==> config.mk <==
export PLATFORM = sky130hd
export DESIGN_NAME = dmem_port_arbiter
export DESIGN_NICKNAME = d
export VERILOG_FILES = /design/src/rtl/dmem_port_arbiter.sv
export SDC_FILE = /design/constraint.sdc
export NUM_CORES = 1
export LEC_CHECK = 0
export ABC_AREA = 1
export BUFFER_PORTS_ARGS = -buffer_cell sky130_fd_sc_hd__buf_2
export CORE_MARGIN = 2
export CORE_UTILIZATION = 25
export CTS_BUF_LIST = sky130_fd_sc_hd__clkbuf_8
export CTS_CLUSTER_DIAMETER = 120
export DETAILED_ROUTE_END_ITERATION = 10
export SYNTH_ARGS = -nofsm -noshare
export SYNTH_HDL_FRONTEND = slang
export SYNTH_SLANG_ARGS = --single-unit
==> constraint.sdc <==
create_clock -name clk -period 1.9 [get_ports clk]
set_input_delay 0.475 -clock clk [delete_from_list [all_inputs] [get_ports clk]]
set_output_delay 0.475 -clock clk [all_outputs]
set_load 0.01 [all_outputs]
==> src/rtl/dmem_port_arbiter.sv <==
`default_nettype none
`timescale 1ns/1ps
// ============================================================================
// Module   : dmem_port_arbiter
// Purpose  : Shares the data-memory port between the EX stage and a debug
//            master, with a watchdog that aborts unacknowledged accesses.
// Revision : 1.0  initial release
// ============================================================================
module dmem_port_arbiter #(
  parameter int ADDR_W      = 32,
  parameter int DATA_W      = 32,
  parameter int TIMEOUT     = 15,
  parameter int EX_PRIORITY = 1
) (
  input  logic              clk,
  input  logic              rst_n,
  input  logic              ex_req,
  input  logic              ex_we,
  input  logic [ADDR_W-1:0] ex_addr,
  input  logic [DATA_W-1:0] ex_wdata,
  output logic              ex_done,
  output logic [DATA_W-1:0] ex_rdata,
  output logic              ex_stall,
  input  logic              dbg_req,
  input  logic              dbg_we,
  input  logic [ADDR_W-1:0] dbg_addr,
  input  logic [DATA_W-1:0] dbg_wdata,
  output logic              dbg_done,
  output logic [DATA_W-1:0] dbg_rdata,
  output logic              err,
  output logic [ADDR_W-1:0] mem_a,
  output logic [DATA_W-1:0] mem_wdata,
  output logic              mem_rd,
  output logic              mem_wr,
  input  logic [DATA_W-1:0] mem_rdata,
  input  logic              mem_ready
);

  typedef enum logic [1:0] {
    ST_IDLE   = 2'd0,
    ST_ACCESS = 2'd1,
    ST_RESP   = 2'd2
  } state_t;

  localparam logic [7:0] c_wdog_last = 8'(TIMEOUT - 1);

  state_t            r_state, w_state;
  logic              r_id, w_id;            // 1 = debug owns the access
  logic              r_we, w_we;
  logic [ADDR_W-1:0] r_mem_a, w_mem_a;
  logic [DATA_W-1:0] r_mem_wdata, w_mem_wdata;
  logic              r_mem_rd, w_mem_rd;
  logic              r_mem_wr, w_mem_wr;
  logic [DATA_W-1:0] r_rdata_hold, w_rdata_hold;
  logic              r_timeout, w_timeout;
  logic [7:0]        r_wdog, w_wdog;
  logic              r_last, w_last;        // requester served last, 1 = debug
  logic              r_ex_done, w_ex_done;
  logic              r_dbg_done, w_dbg_done;
  logic              r_err, w_err;
  logic [DATA_W-1:0] r_ex_rdata, w_ex_rdata;
  logic [DATA_W-1:0] r_dbg_rdata, w_dbg_rdata;
  logic              w_pick_dbg;
  logic              w_done_pulse;

  // Debug wins only when EX is idle, or on a round-robin tie after EX was served.
  assign w_pick_dbg   = dbg_req & (~ex_req | ((EX_PRIORITY == 0) && !r_last));
  // A requester still sees its own req high during its done cycle; no grant then.
  assign w_done_pulse = r_ex_done | r_dbg_done;

  always_comb begin
    w_state      = r_state;
    w_id         = r_id;
    w_we         = r_we;
    w_mem_a      = r_mem_a;
    w_mem_wdata  = r_mem_wdata;
    w_mem_rd     = r_mem_rd;
    w_mem_wr     = r_mem_wr;
    w_rdata_hold = r_rdata_hold;
    w_timeout    = r_timeout;
    w_wdog       = r_wdog;
    w_last       = r_last;
    w_ex_done    = 1'b0;
    w_dbg_done   = 1'b0;
    w_err        = 1'b0;
    w_ex_rdata   = r_ex_rdata;
    w_dbg_rdata  = r_dbg_rdata;

    case (r_state)
      ST_IDLE: begin
        if ((ex_req | dbg_req) & ~w_done_pulse) begin
          w_id        = w_pick_dbg;
          w_we        = w_pick_dbg ? dbg_we    : ex_we;
          w_mem_a     = w_pick_dbg ? dbg_addr  : ex_addr;
          w_mem_wdata = w_pick_dbg ? dbg_wdata : ex_wdata;
          w_mem_rd    = ~w_we;
          w_mem_wr    = w_we;
          w_wdog      = 8'd0;
          w_timeout   = 1'b0;
          w_state     = ST_ACCESS;
        end
      end
      ST_ACCESS: begin
        if (mem_ready) begin
          w_rdata_hold = mem_rdata;
          w_mem_rd     = 1'b0;
          w_mem_wr     = 1'b0;
          w_state      = ST_RESP;
        end else if (r_wdog == c_wdog_last) begin
          w_rdata_hold = '0;
          w_timeout    = 1'b1;
          w_mem_rd     = 1'b0;
          w_mem_wr     = 1'b0;
          w_state      = ST_RESP;
        end else begin
          w_wdog = r_wdog + 8'd1;
        end
      end
      ST_RESP: begin
        w_err  = r_timeout;
        w_last = r_id;
        if (r_id) begin
          w_dbg_done = 1'b1;
          if (!r_we) w_dbg_rdata = r_rdata_hold;
        end else begin
          w_ex_done = 1'b1;
          if (!r_we) w_ex_rdata = r_rdata_hold;
        end
        w_state = ST_IDLE;
      end
      default: w_state = ST_IDLE;
    endcase
  end

  always_ff @(posedge clk or negedge rst_n) begin
    if (!rst_n) begin
      r_state      <= ST_IDLE;
      r_id         <= 1'b0;
      r_we         <= 1'b0;
      r_mem_a      <= '0;
      r_mem_wdata  <= '0;
      r_mem_rd     <= 1'b0;
      r_mem_wr     <= 1'b0;
      r_rdata_hold <= '0;
      r_timeout    <= 1'b0;
      r_wdog       <= 8'd0;
      r_last       <= 1'b0;
      r_ex_done    <= 1'b0;
      r_dbg_done   <= 1'b0;
      r_err        <= 1'b0;
      r_ex_rdata   <= '0;
      r_dbg_rdata  <= '0;
    end else begin
      r_state      <= w_state;
      r_id         <= w_id;
      r_we         <= w_we;
      r_mem_a      <= w_mem_a;
      r_mem_wdata  <= w_mem_wdata;
      r_mem_rd     <= w_mem_rd;
      r_mem_wr     <= w_mem_wr;
      r_rdata_hold <= w_rdata_hold;
      r_timeout    <= w_timeout;
      r_wdog       <= w_wdog;
      r_last       <= w_last;
      r_ex_done    <= w_ex_done;
      r_dbg_done   <= w_dbg_done;
      r_err        <= w_err;
      r_ex_rdata   <= w_ex_rdata;
      r_dbg_rdata  <= w_dbg_rdata;
    end
  end

  assign ex_done   = r_ex_done;
  assign ex_rdata  = r_ex_rdata;
  assign ex_stall  = ex_req & ~r_ex_done;
  assign dbg_done  = r_dbg_done;
  assign dbg_rdata = r_dbg_rdata;
  assign err       = r_err;
  assign mem_a     = r_mem_a;
  assign mem_wdata = r_mem_wdata;
  assign mem_rd    = r_mem_rd;
  assign mem_wr    = r_mem_wr;

endmodule
`default_nettype wire

# Yosys cells after proc, flatten, opt, wreduce, memory -nomap -nowiden

Cells that the tools add are included.

Register bits: 178
Input port bits: 167

Equality and inequality tests: 8
$add $sub $neg: 1
Bitwise operators: 11
Reductions and logical operators: 11
Mux-type cells: 28

Operator list:

| kind                                                             | count |
|---|---|
| 32-bit two-way mux                                               | 4 |
| 8-bit two-way mux                                                | 3 |
| 8-bit one-hot mux with 2 select lines                            | 1 |
| 1-bit two-way mux                                                | 13 |
| 3-bit AND reduction                                              | 3 |
| 8-bit by 1-bit adder with 8-bit output (second input constant)   | 1 |
| 8-bit by 4-bit == test with 1-bit output (second input constant) | 1 |
| 2-bit inequality test (second input constant)                    | 4 |
| 4-bit AND reduction                                              | 2 |
| 2-bit two-way mux                                                | 3 |
| 1-bit NOT                                                        | 6 |
| 1-bit one-hot mux with 2 select lines                            | 3 |
| 2-bit AND reduction                                              | 3 |
| 2-bit one-hot mux with 2 select lines                            | 1 |
| 2-bit nonzero test                                               | 2 |
| 1-bit bitwise AND                                                | 3 |
| 3-bit inequality test (second input constant)                    | 1 |
| 2-bit by 1-bit == test with 1-bit output (second input constant) | 1 |
| 2-bit == test (second input constant)                            | 1 |
| 2-bit zero test                                                  | 1 |
| 1-bit bitwise OR                                                 | 2 |

# Longest topological paths before layout

Gate-level depths: netlist of the first run.

Word-level depth: 6
Depth in mapped cells: 10

# Least setup slack after synthesis of the first run

No wires, ideal clock.

Path kind: reg2reg
From: register r_wdog[0]
To: register r_rdata_hold[10]
Buffers on the path: 1
Setup slack: 0.597 ns
Cell stages (with the launch flop): 9
Period minus slack after synthesis: 1.303 ns
Library setup time: 0.126 ns
Arrival: 1.177 ns
Cell sequence: dfrtp_1 -> inv_1 -> ha_1 -> nand2_1 -> nor2_1 -> nand3_1 -> nand2_2 -> buf_2 -> o21ai_0

Longest elaborated chain between the ends: 3

Ends and longest elaborated chain:

| element                                  | RTL line | RTL |
|---|---|---|
| start: declaration                       | 56       | `logic [7:0] r_wdog, w_wdog;` |
| start signal: assignment                 | 163      | `r_wdog <= w_wdog;` |
| 8-bit by 4-bit == test with 1-bit output | 109      | `end else if (r_wdog == c_wdog_last) begin` |
| 2-bit nonzero test (no source line)      | -        |  |
| 2-bit AND reduction (no source line)     | -        |  |
| end signal: assignment                   | 161      | `r_rdata_hold <= w_rdata_hold;` |
| end: declaration                         | 54       | `logic [DATA_W-1:0] r_rdata_hold, w_rdata_hold;` |

No other way between the ends.
A chain may end at the register's enable or synchronous reset.

# Final worst setup path of the first run

From: register r_ex_done, in the netlist ex_done
To: output port ex_stall

Longest elaborated chain between the ends: 2

Ends and longest elaborated chain:

| element                  | RTL line | RTL |
|---|---|---|
| start: declaration       | 58       | `logic r_ex_done, w_ex_done;` |
| start signal: assignment | 165      | `r_ex_done <= w_ex_done;` |
| 1-bit NOT                | 175      | `assign ex_stall = ex_req & ~r_ex_done;` |
| 1-bit bitwise AND        | 175      |  |
| end: declaration         | 23       | `output logic ex_stall,` |

No other way between the ends.

==> results of run 1 <==
==> repair_timing <==
item,CTS,global route
hold buffers,1,0
hold endpoints to repair,22,0
setup endpoints to repair,0,0
==> cell type report <==
cell class                 instances  area share, %
antenna                            1         0.0249
clock buffer                      17           2.32
clock inverter                    15           1.68
inverter                         118           4.40
multi-input combinational        532           24.5
sequential                       178           44.3
tap                              390           4.85
timing repair buffer             326           17.9
==> through the flow <==
step | util, % | cells | power (µW) | hold slack (ps)
after floorplan | - | 876 | 9480 | 179
after global placement | 32.4 | 1543 | 11900 | 387
after detailed placement | 32.4 | 1543 | 12000 | 392
after CTS | 33.8 | 1576 | 14700 | 187
after global routing | 33.8 | 1576 | 15700 | 200
final | 33.8 | 1577 | 14500 | 228
==> worst reg2reg max path, cell delays in order, from the launching register on <==
cell and delay (ps):
dfrtp_1 430, inv_1 100, ha_1 140, nand2_1 60
nor2_1 130, nand3_1 130, nand2_2 110, buf_12 190
o21ai_0 140
==> cells in the mapped netlist (all sizes together) <==
master	count
clkbuf	6
inv	118
xor2	3
nand2	333
buf	42
o21ai	98
nand3	15
o22ai	1
o211ai	65
nor2	14
dfrtp	178
ha	2
nand4	1
==> cells in the final DEF, fill, tap and decap left out, drive strengths merged <==
master / n
clkbuf: 17
nor2: 14
diode: 1
nand3: 15
nand2: 333
nand4: 1
o22ai: 1
clkinv: 7
ha: 2
inv: 126
dfrtp: 178
xor2: 3
o211ai: 65
o21ai: 98
dlygate4sd3: 1
buf: 325
==> power groups by stage <==
stage	registers [µW]	clock network, µW	logic [µW]
global route	6430	2930	6370
global placement	6300	0	5580
detailed placement	6300	0	5700
CTS	6250	2780	5680
floorplan	6790	0	2690
finish	6240	2670	5580
==> routing by layer <==
metal	share of wire, %	up-vias
met1	46	3057
met5	0	-
met3	7.9	21
met4	1.7	0
li1	-	3345
met2	45	265
==> registers in the layout (all words and copies together), names as in the netlist <==
register and count:
dbg_rdata 32, r_state 2, mem_a 32, r_timeout 1
r_we 1, mem_wdata 32, r_rdata_hold 32, dbg_done 1
mem_rd 1, mem_wr 1, err 1, ex_rdata 32
r_wdog 8, r_id 1, ex_done 1
==> cells by family (layout without fill, tap and decap cells) <==
kind of cell,Yosys count,after routing,synth area share [%]
simple gates,363,363,18.5
flops,178,178,58.5
compound gates,164,164,13.0
buf+inv,166,476,9.31
fa+ha+maj,2,2,0.329
other cells,0,1,0
xor+xnor,3,3,0.345
==> worst paths after layout <==
kind,start,end,depth (start not counted)
max in group asynchronous,rst_n,r_wdog[2]$_DFFE_PN0P_,3
worst min-delay path,mem_rdata[24],r_rdata_hold[24]$_DFFE_PN0P_,3
worst max-delay path,ex_done$_DFF_PN0_,ex_stall,2
min in group asynchronous,rst_n,ex_rdata[13]$_DFFE_PN0P_,2
worst max register to register,r_wdog[0]$_DFFE_PN0P_,r_rdata_hold[3]$_DFFE_PN0P_,8
worst min register to register,mem_wr$_DFFE_PN0P_,mem_wr$_DFFE_PN0P_,2
==> results.py, run 1 <==
metrics = {
    "yosys": {
        "ys_seq_area_share_pct": 58.5,
        "synth_area_leaders": "dfrtp_1 58%, nand2_1 16%, o211ai_1 6.3%",
        "ys_ff_latch": 178,
        "synth_top_area_share_pct": 58.5,
        "yosys_warnings": 0,
        "synth_top_area_cell": "dfrtp_1",
        "avgSynthCellArea_um2": 8.69,
        "syn_area_um2": 7620,
        "synth.distinct_cells": 21,
        "syn_nets": 1045,
        "synthCells": 876,
    },
    "placed_design": {
        "place.gp.congestion": 0.783,
        "place_area_um2": 9650,
        "port_buffers": 300,
        "place.detailed.hpwl_mm": 15.4,
        "pre_cts_ws_ps": 277,
    },
    "global_routing": {
        "grt_use_met2_pct": 21.4,
        "antenna_found_initial": 1,
        "grt_usage_pct": 13.4,
        "grt.met1_usage_pct": 17.7,
        "grt_pass1_wl_mm": 33.4,
        "grt_pass1_vias": 6371,
        "met3_usage_pct": 3.52,
        "grt_max_degree": 65,
        "overflow": 0,
        "grt-busiest-layer": "met2",
    },
    "power": {
        "p_seq_share_pct": 43.1,
        "power.internal_uw": 8580,
        "powerDensity_nw_per_um2": 1440,
        "clockPowerShare_pct": 18.4,
        "leakage_uw": 0.00568,
        "vdd_drop_max_mv": 0.521,
        "switching_power_uw": 5910,
        "swShare_pct": 40.8,
        "p_comb_share_pct": 38.5,
    },
    "setup_path": {
        "cp_cell_sequence": "nor2_1, buf_2",
        "crit_path_max_incr_delay_ps": 410,
        "critical_path_class": "reg2out",
        "r2r_slack_ps": 360,
        "critPathCaptureType": "output port",
        "worstSetupStartpointType": "register",
        "crit_arrival_ps": 1090,
        "crit_fanout": 3,
        "crit_family": "flip-flops",
        "required_ps": 1420,
        "path_buf_inv": 1,
        "cp_slowest_cell": "dfrtp_1",
    },
    "layout": {
        "seq_area_um2": 4450,
        "multi_input_comb_area_um2": 2470,
        "design_area_um2": 10100,
        "area_delta_synth_final_pct": 32.2,
        "final_net_count": 1342,
        "post_route_cells_drive_above_1_share_pct": 30.9,
        "fillCellCount": 3123,
    },
    "die": {
        "start_util_pct": 25.6,
        "die_w_um": 179,
        "dieArea_um2": 31900,
        "fp-row-count": 63,
        "coreArea_um2": 29800,
        "die_y_um": 179,
        "pin_count": 301,
    },
    "routing": {
        "drtIter0Drc": 248,
        "vias_per_cell": 4.24,
        "via_count": 6688,
        "postRouteAntennaNets": 0,
        "first_pass_iters": 4,
        "drt_wl_total_mm": 21.2,
        "wl_per_cell_um": 13.4,
        "drc": 0,
    },
    "clocking": {
        "clockBufferDepth": 2,
        "root_buffer": "clkbuf_8",
        "clk_pin_slew_ps": 110,
        "clock-sinks": 178,
        "cts_resized": 0,
        "htreeDepth": 4,
        "cts_buffers": 17,
        "cts_tree": "done",
        "cts_setup_buffers": 0,
        "clock_latency_ps": 460,
    },
    "timing": {
        "period_share_pct": 82.3,
        "rsz0062_at_grt": "false",
        "finalSetupViolCount": 0,
        "drv_slew": 0,
        "max_freq_mhz": 639,
        "finalHoldViolCount": 0,
        "max_slew_margin_pct": 72.4,
        "setup_slack_ps": 335,
        "tns_ps": 0,
        "worst_pin_slew_ps": 414,
        "post-route-min-period_ps": 1560,
        "skew_ps": 22.8,
    },
    "status": {
        "status": "finished, final reports clean",
    },
    "worst_hold_path": {
        "hp-class": "in2reg",
    },
    "run": {
        "timing.max_cap.violations": 0,
    },
}
(Power assumes the default switching activity.)
==> inputs of run 2 (changes only) <==
==> constraint.sdc (replaced) <==
create_clock -name clk -period 1.4 [get_ports clk]
set_input_delay 0.35 -clock clk [delete_from_list [all_inputs] [get_ports clk]]
set_output_delay 0.35 -clock clk [all_outputs]
set_load 0.01 [all_outputs]
==> run 2 against run 1 <==
  * The run now ends with setup timing left
  * Critical path depth up 1
  * Routed wire length increased by 20%
  * Worst hold slack got worse by 160 ps
  * Final area up 20%
  * Worst setup slack got worse by 500 ps
  * Global-route usage is 0.32 points higher
==> results.py, run 2 (synthesis gave the netlist of run 1 again) <==
metrics = {
    "status": {
        "status": "finished, violations left",
        "violations": "setup timing",
    },
    "clocking": {
        "htreeDepth": 4,
        "cts_buffers": 17,
        "clockBufferDepth": 2,
        "cts_tree": "done",
        "clk_pin_slew_ps": 120,
        "clock-sinks": 178,
        "clock_latency_ps": 480,
        "root_buffer": "clkbuf_8",
    },
    "setup_path": {
        "required_ps": 1050,
        "r2r-end": "r_wdog[3]$_DFFE_PN0P_",
        "crit_arrival_ps": 1220,
        "cp_slowest_cell": "dfrtp_1",
        "r2r_slack_ps": -140,
        "worstSetupStartpointType": "register",
        "crit_fanout": 2,
        "r2r_start": "ex_done$_DFF_PN0_",
        "cp_cell_sequence": "buf_6, nor2_2, buf_2",
        "critPathCaptureType": "output port",
        "path_buf_inv": 2,
        "r2r_cells": 9,
        "critical_path_class": "reg2out",
        "critical_path_depth": 3,
        "crit_path_max_incr_delay_ps": 410,
        "crit_family": "flip-flops",
    },
    "layout": {
        "fillCellCount": 3004,
        "area_delta_synth_final_pct": 58.0,
        "post_route_cells_drive_above_1_share_pct": 43.4,
        "final_cell_mix": "309 x nand2_1, 259 x buf_2, 178 x dfrtp_1",
        "fin_util_pct": 40.4,
        "mostFrequentLayoutCell": "nand2_1",
        "final_net_count": 1459,
    },
    "global_routing": {
        "overflow": 0,
        "grt_pass1_vias": 6718,
        "grt_max_degree": 72,
        "grt_usage_pct": 13.7,
        "antenna_found_initial": 3,
        "grt_pass1_wl_mm": 34.1,
    },
    "die": {
        "coreArea_um2": 29800,
        "start_util_pct": 25.6,
        "dieArea_um2": 31900,
        "pin_count": 301,
        "fp-row-count": 63,
        "die_y_um": 179,
        "die_w_um": 179,
    },
    "routing": {
        "first_pass_iters": 5,
        "wl_per_cell_um": 15.0,
        "drt_wl_total_mm": 25.4,
        "postRouteAntennaNets": 0,
        "via_count": 7258,
        "drtIter0Drc": 326,
        "drc": 0,
        "vias_per_cell": 4.28,
    },
    "timing": {
        "skew_ps": 18.6,
        "worst_pin_slew_ps": 410,
        "period_share_pct": 112,
        "finalHoldViolCount": 0,
        "max_slew_margin_pct": 72.7,
        "finalSetupViolCount": 128,
        "post-route-min-period_ps": 1570,
        "drv_slew": 0,
        "max_freq_mhz": 639,
        "setup_slack_ps": -166,
        "rsz0062_at_grt": "true",
    },
    "worst_hold_path": {
        "worst_hold_startpoint": "mem_rdata[1]",
        "worstHoldPathCells": 3,
        "hp-class": "in2reg",
        "worst_hold_path.endpoint": "r_rdata_hold[1]$_DFFE_PN0P_",
    },
    "power": {
        "vdd_drop_max_mv": 0.784,
        "switching_power_uw": 9700,
        "clockPowerShare_pct": 14.8,
        "total_power_uw": 24700,
        "p_comb_share_pct": 50.0,
        "powerDensity_nw_per_um2": 2050,
        "leakage_uw": 0.00658,
        "p_seq_share_pct": 35.2,
        "power.internal_uw": 15000,
        "swShare_pct": 39.3,
    },
    "placed_design": {
        "pre_cts_ws_ps": -108,
        "place.gp.congestion": 0.793,
        "place.detailed.hpwl_mm": 15.8,
        "port_buffers": 300,
    },
    "run": {
        "timing.max_cap.violations": 0,
    },
}
run 2: power by group through the flow:
stage	clock, µW	combinational (µW)	sequential (µW)
global placement	0	7940	8550
detailed placement	0	8100	8530
floorplan	0	3650	9210
CTS	3790	9020	8520
finish	3660	12300	8690
global route	4020	13500	8890
run 2: per-layer routing:
layer,up-vias,part of all wire (%),global-route usage [%]
met5,-,0,0
met4,0,1.3,3.96
met3,19,6.9,3.56
met2,290,49,22.9
met1,3349,43,17.5
li1,3600,-,-
run 2: tightest hold or removal path, stage by stage:
cell and delay (ps):
buf_2 80, nand2_1 50, o21ai_2 50
run 2: area by class of cell:
| type | instances | area, µm² | share of cell area, % |
|---|---|---|---|
| flip-flops and latches | 178 | 4450 | 37.0 |
| repair buffers | 442 | 3390 | 28.2 |
| multi-input cells | 533 | 2840 | 23.6 |
| well taps | 390 | 488 | 4.05 |
| inverters | 118 | 445 | 3.70 |
| clock buffers | 17 | 234 | 1.94 |
| clock inverters | 15 | 179 | 1.49 |
| diodes | 3 | 7.51 | 0.0624 |
run 2: worst max-delay path by stage:
stage	start	to	slack [ps]
after global routing	ex_done$_DFF_PN0_	ex_stall	-240
after global placement	ex_req	mem_a[29]$_DFFE_PN0P_	-50
after CTS	ex_done$_DFF_PN0_	ex_stall	-190
after floorplan	r_wdog[0]$_DFFE_PN0P_	r_rdata_hold[10]$_DFFE_PN0P_	100
final	ex_done$_DFF_PN0_	ex_stall	-170
after detailed placement	ex_req	mem_a[29]$_DFFE_PN0P_	-110
run 2: metrics by stage:
stage	TNS, ps	hold WS (ps)	std cells	cell area (µm²)
finish	-8470	72.3	1696	12000
CTS	-3170	36.4	1627	10700
floorplan	0	54.4	876	7620
global route	-23100	44.5	1694	12000
detailed placement	-3450	181	1567	9890
global placement	-1010	182	1567	9890
run 2: timing repair:
| action | in CTS | in global routing |
|---|---|---|
| gates resized for setup | 64 | 157 |
| setup buffers | 26 | 50 |
| endpoints found under the setup margin | 158 | 257 |
| endpoints found under the hold margin | 112 | 0 |
| cloned | 1 | 19 |
| hold buffers | 1 | 0 |
| pin swaps | 1 | 25 |
==> inputs of run 3 (changes only) <==
--- a/config.mk
+++ b/config.mk
@@ -12,6 +12,7 @@
 export CTS_BUF_LIST = sky130_fd_sc_hd__clkbuf_8
 export CTS_CLUSTER_DIAMETER = 120
 export DETAILED_ROUTE_END_ITERATION = 10
+export SKIP_LAST_GASP = 1
 export SYNTH_ARGS = -nofsm -noshare
 export SYNTH_HDL_FRONTEND = slang
 export SYNTH_SLANG_ARGS = --single-unit
==> constraint.sdc (replaced) <==
create_clock -name clk -period 1.95 [get_ports clk]
set_input_delay 0.4875 -clock clk [delete_from_list [all_inputs] [get_ports clk]]
set_output_delay 0.4875 -clock clk [all_outputs]
set_load 0.01 [all_outputs]
==> run 3 against run 2 <==
  * The run now ends clean
  * Total power shrank 43%
  * Via count down 7.4%
  * Clock power down 30%
  * Routed wire length down 15%
  * Die area unchanged
  * Largest power group is now sequential cells
  * Clock skew is 7.6 ps higher
  * Flip-flop and latch count did not move
  * First-iteration DRC count down 5.2%
  * Global-route usage is 0.16 points lower
==> results.py, run 3 (synthesis gave the netlist of run 1 again) <==
metrics = {
    "die": {
        "coreArea_um2": 29800,
        "dieArea_um2": 31900,
        "pin_count": 301,
        "fp-row-count": 63,
        "die_w_um": 179,
        "start_util_pct": 25.6,
        "die_y_um": 179,
    },
    "routing": {
        "wl_met3_mm": 1.51,
        "wl_per_cell_um": 13.7,
        "drtIter0Drc": 309,
        "vias_per_cell": 4.27,
        "via_count": 6722,
        "postRouteAntennaNets": 0,
        "met1_length_mm": 10.1,
        "drc": 0,
        "drt_wl_total_mm": 21.5,
        "first_pass_iters": 5,
        "dr.max_layer_used": "met4",
        "route.met2.wl_mm": 9.72,
    },
    "clocking": {
        "cts_resized": 0,
        "root_buffer": "clkbuf_8",
        "clk_pin_slew_ps": 120,
        "htreeDepth": 4,
        "clockBufferDepth": 2,
        "clock-sinks": 178,
        "cts_buffers": 17,
        "cts_tree": "done",
        "clock_latency_ps": 460,
    },
    "timing": {
        "max_slew_margin_pct": 64.9,
        "tns_ps": 0,
        "rsz0062_at_grt": "false",
        "max_freq_mhz": 621,
        "worst_pin_slew_ps": 527,
        "drv_slew": 0,
        "period_share_pct": 82.6,
        "finalSetupViolCount": 0,
        "post-route-min-period_ps": 1610,
        "skew_ps": 26.2,
        "finalHoldViolCount": 0,
    },
    "global_routing": {
        "grt_pass1_wl_mm": 33.8,
        "antenna_found_initial": 1,
        "overflow": 0,
        "grt_usage_pct": 13.6,
        "grt_max_degree": 77,
        "grt_pass1_vias": 6565,
    },
    "setup_path": {
        "critical_path_class": "reg2out",
        "crit_path_max_incr_delay_ps": 420,
        "crit_family": "flip-flops",
        "worstSetupStartpointType": "register",
        "crit_fanout": 3,
        "cp_cell_sequence": "nor2_1, buf_2",
        "crit_arrival_ps": 1120,
        "required_ps": 1460,
        "path_buf_inv": 1,
        "cp_slowest_cell": "dfrtp_1",
        "critPathCaptureType": "output port",
    },
    "layout": {
        "layout.cells.non_filler": 1576,
        "final_net_count": 1341,
        "final_cell_mix": "329 x nand2_1, 299 x buf_2, 178 x dfrtp_1",
        "mostFrequentLayoutCell": "nand2_1",
        "area_delta_synth_final_pct": 32.3,
        "post_route_cells_drive_above_1_share_pct": 31.0,
    },
    "placed_design": {
        "place.detailed.hpwl_mm": 15.3,
        "port_buffers": 300,
        "place.gp.congestion": 0.787,
        "dp.cells": 1542,
    },
    "worst_hold_path": {
        "hp-class": "in2reg",
    },
    "run": {
        "timing.max_cap.violations": 0,
    },
    "power": {
        "powerDensity_nw_per_um2": 1400,
        "total_power_uw": 14100,
        "vdd_drop_max_mv": 0.581,
        "leakage_uw": 0.00568,
    },
    "status": {
        "status": "finished, final reports clean",
    },
}
-- run 3: changes by cell type in the layout (fill, tap and decap cells not counted), moves of 20 or more --
cell / before / now
o21ai_2: 44 / 0
buf_2: 259 / 299
o21ai_0: 21 / 63
nand2_1: 309 / 329
buf_6: 56 / 1
buf_4: 88 / 14
-- run 3: worst min-delay path: stages --
cell and delay, ps:
buf_2 80, nand2_1 40, o21ai_0 70
-- run 3: worst paths after layout --
check | startpoint | cells after the start | slack [ps] | end
max reg2reg | dbg_done$_DFF_PN0_ | 6 | 360 | mem_a[16]$_DFFE_PN0P_
max | ex_done$_DFF_PN0_ | 2 | 340 | ex_stall
min in group asynchronous | rst_n | 2 | 540 | ex_rdata[19]$_DFFE_PN0P_
max in group asynchronous | rst_n | 3 | 800 | mem_a[12]$_DFFE_PN0P_
min | mem_rdata[9] | 3 | 230 | r_rdata_hold[9]$_DFFE_PN0P_
min reg2reg | mem_a[21]$_DFFE_PN0P_ | 2 | 480 | mem_a[21]$_DFFE_PN0P_
-- run 3: repair_timing --
action                    in CTS  in global routing
hold endpoints to repair      40                  0
hold buffers                   1                  0
buffers inserted               0                  0
-- run 3: report_power, final --
part	switching, µW	internal, µW
logic	3360	2120
clock network	1540	1020
registers	806	5270
-- run 3: cell type report --
| cell class | instances | area [µm²] |
|---|---|---|
| Fill cell | 3152 | 19700 |
| Timing Repair Buffer | 325 | 1820 |
| Clock buffer | 19 | 262 |
| Antenna cell | 1 | 2.50 |
| Multi-Input combinational cell | 532 | 2470 |
| Inverter | 118 | 443 |
| Sequential cell | 178 | 4450 |
| Clock inverter | 13 | 138 |
| Tap cell | 390 | 488 |
-- run 3: metrics by stage --
stage	utilization [%]	hold slack, ps	instance area, µm²	setup WS [ps]
floorplan	-	192	7620	647
global placement	32.4	456	9670	362
detailed placement	32.4	461	9670	309
CTS	33.8	192	10100	271
global route	33.8	205	10100	249
finish	33.8	235	10100	339
-- run 3: metal layers --
metal | global-route usage [%] | vias to the layer above
met4 | 3.39 | 0
met2 | 22.0 | 254
met3 | 3.37 | 8
met5 | 0 | -
li1 | - | 3344
met1 | 18.1 | 3116
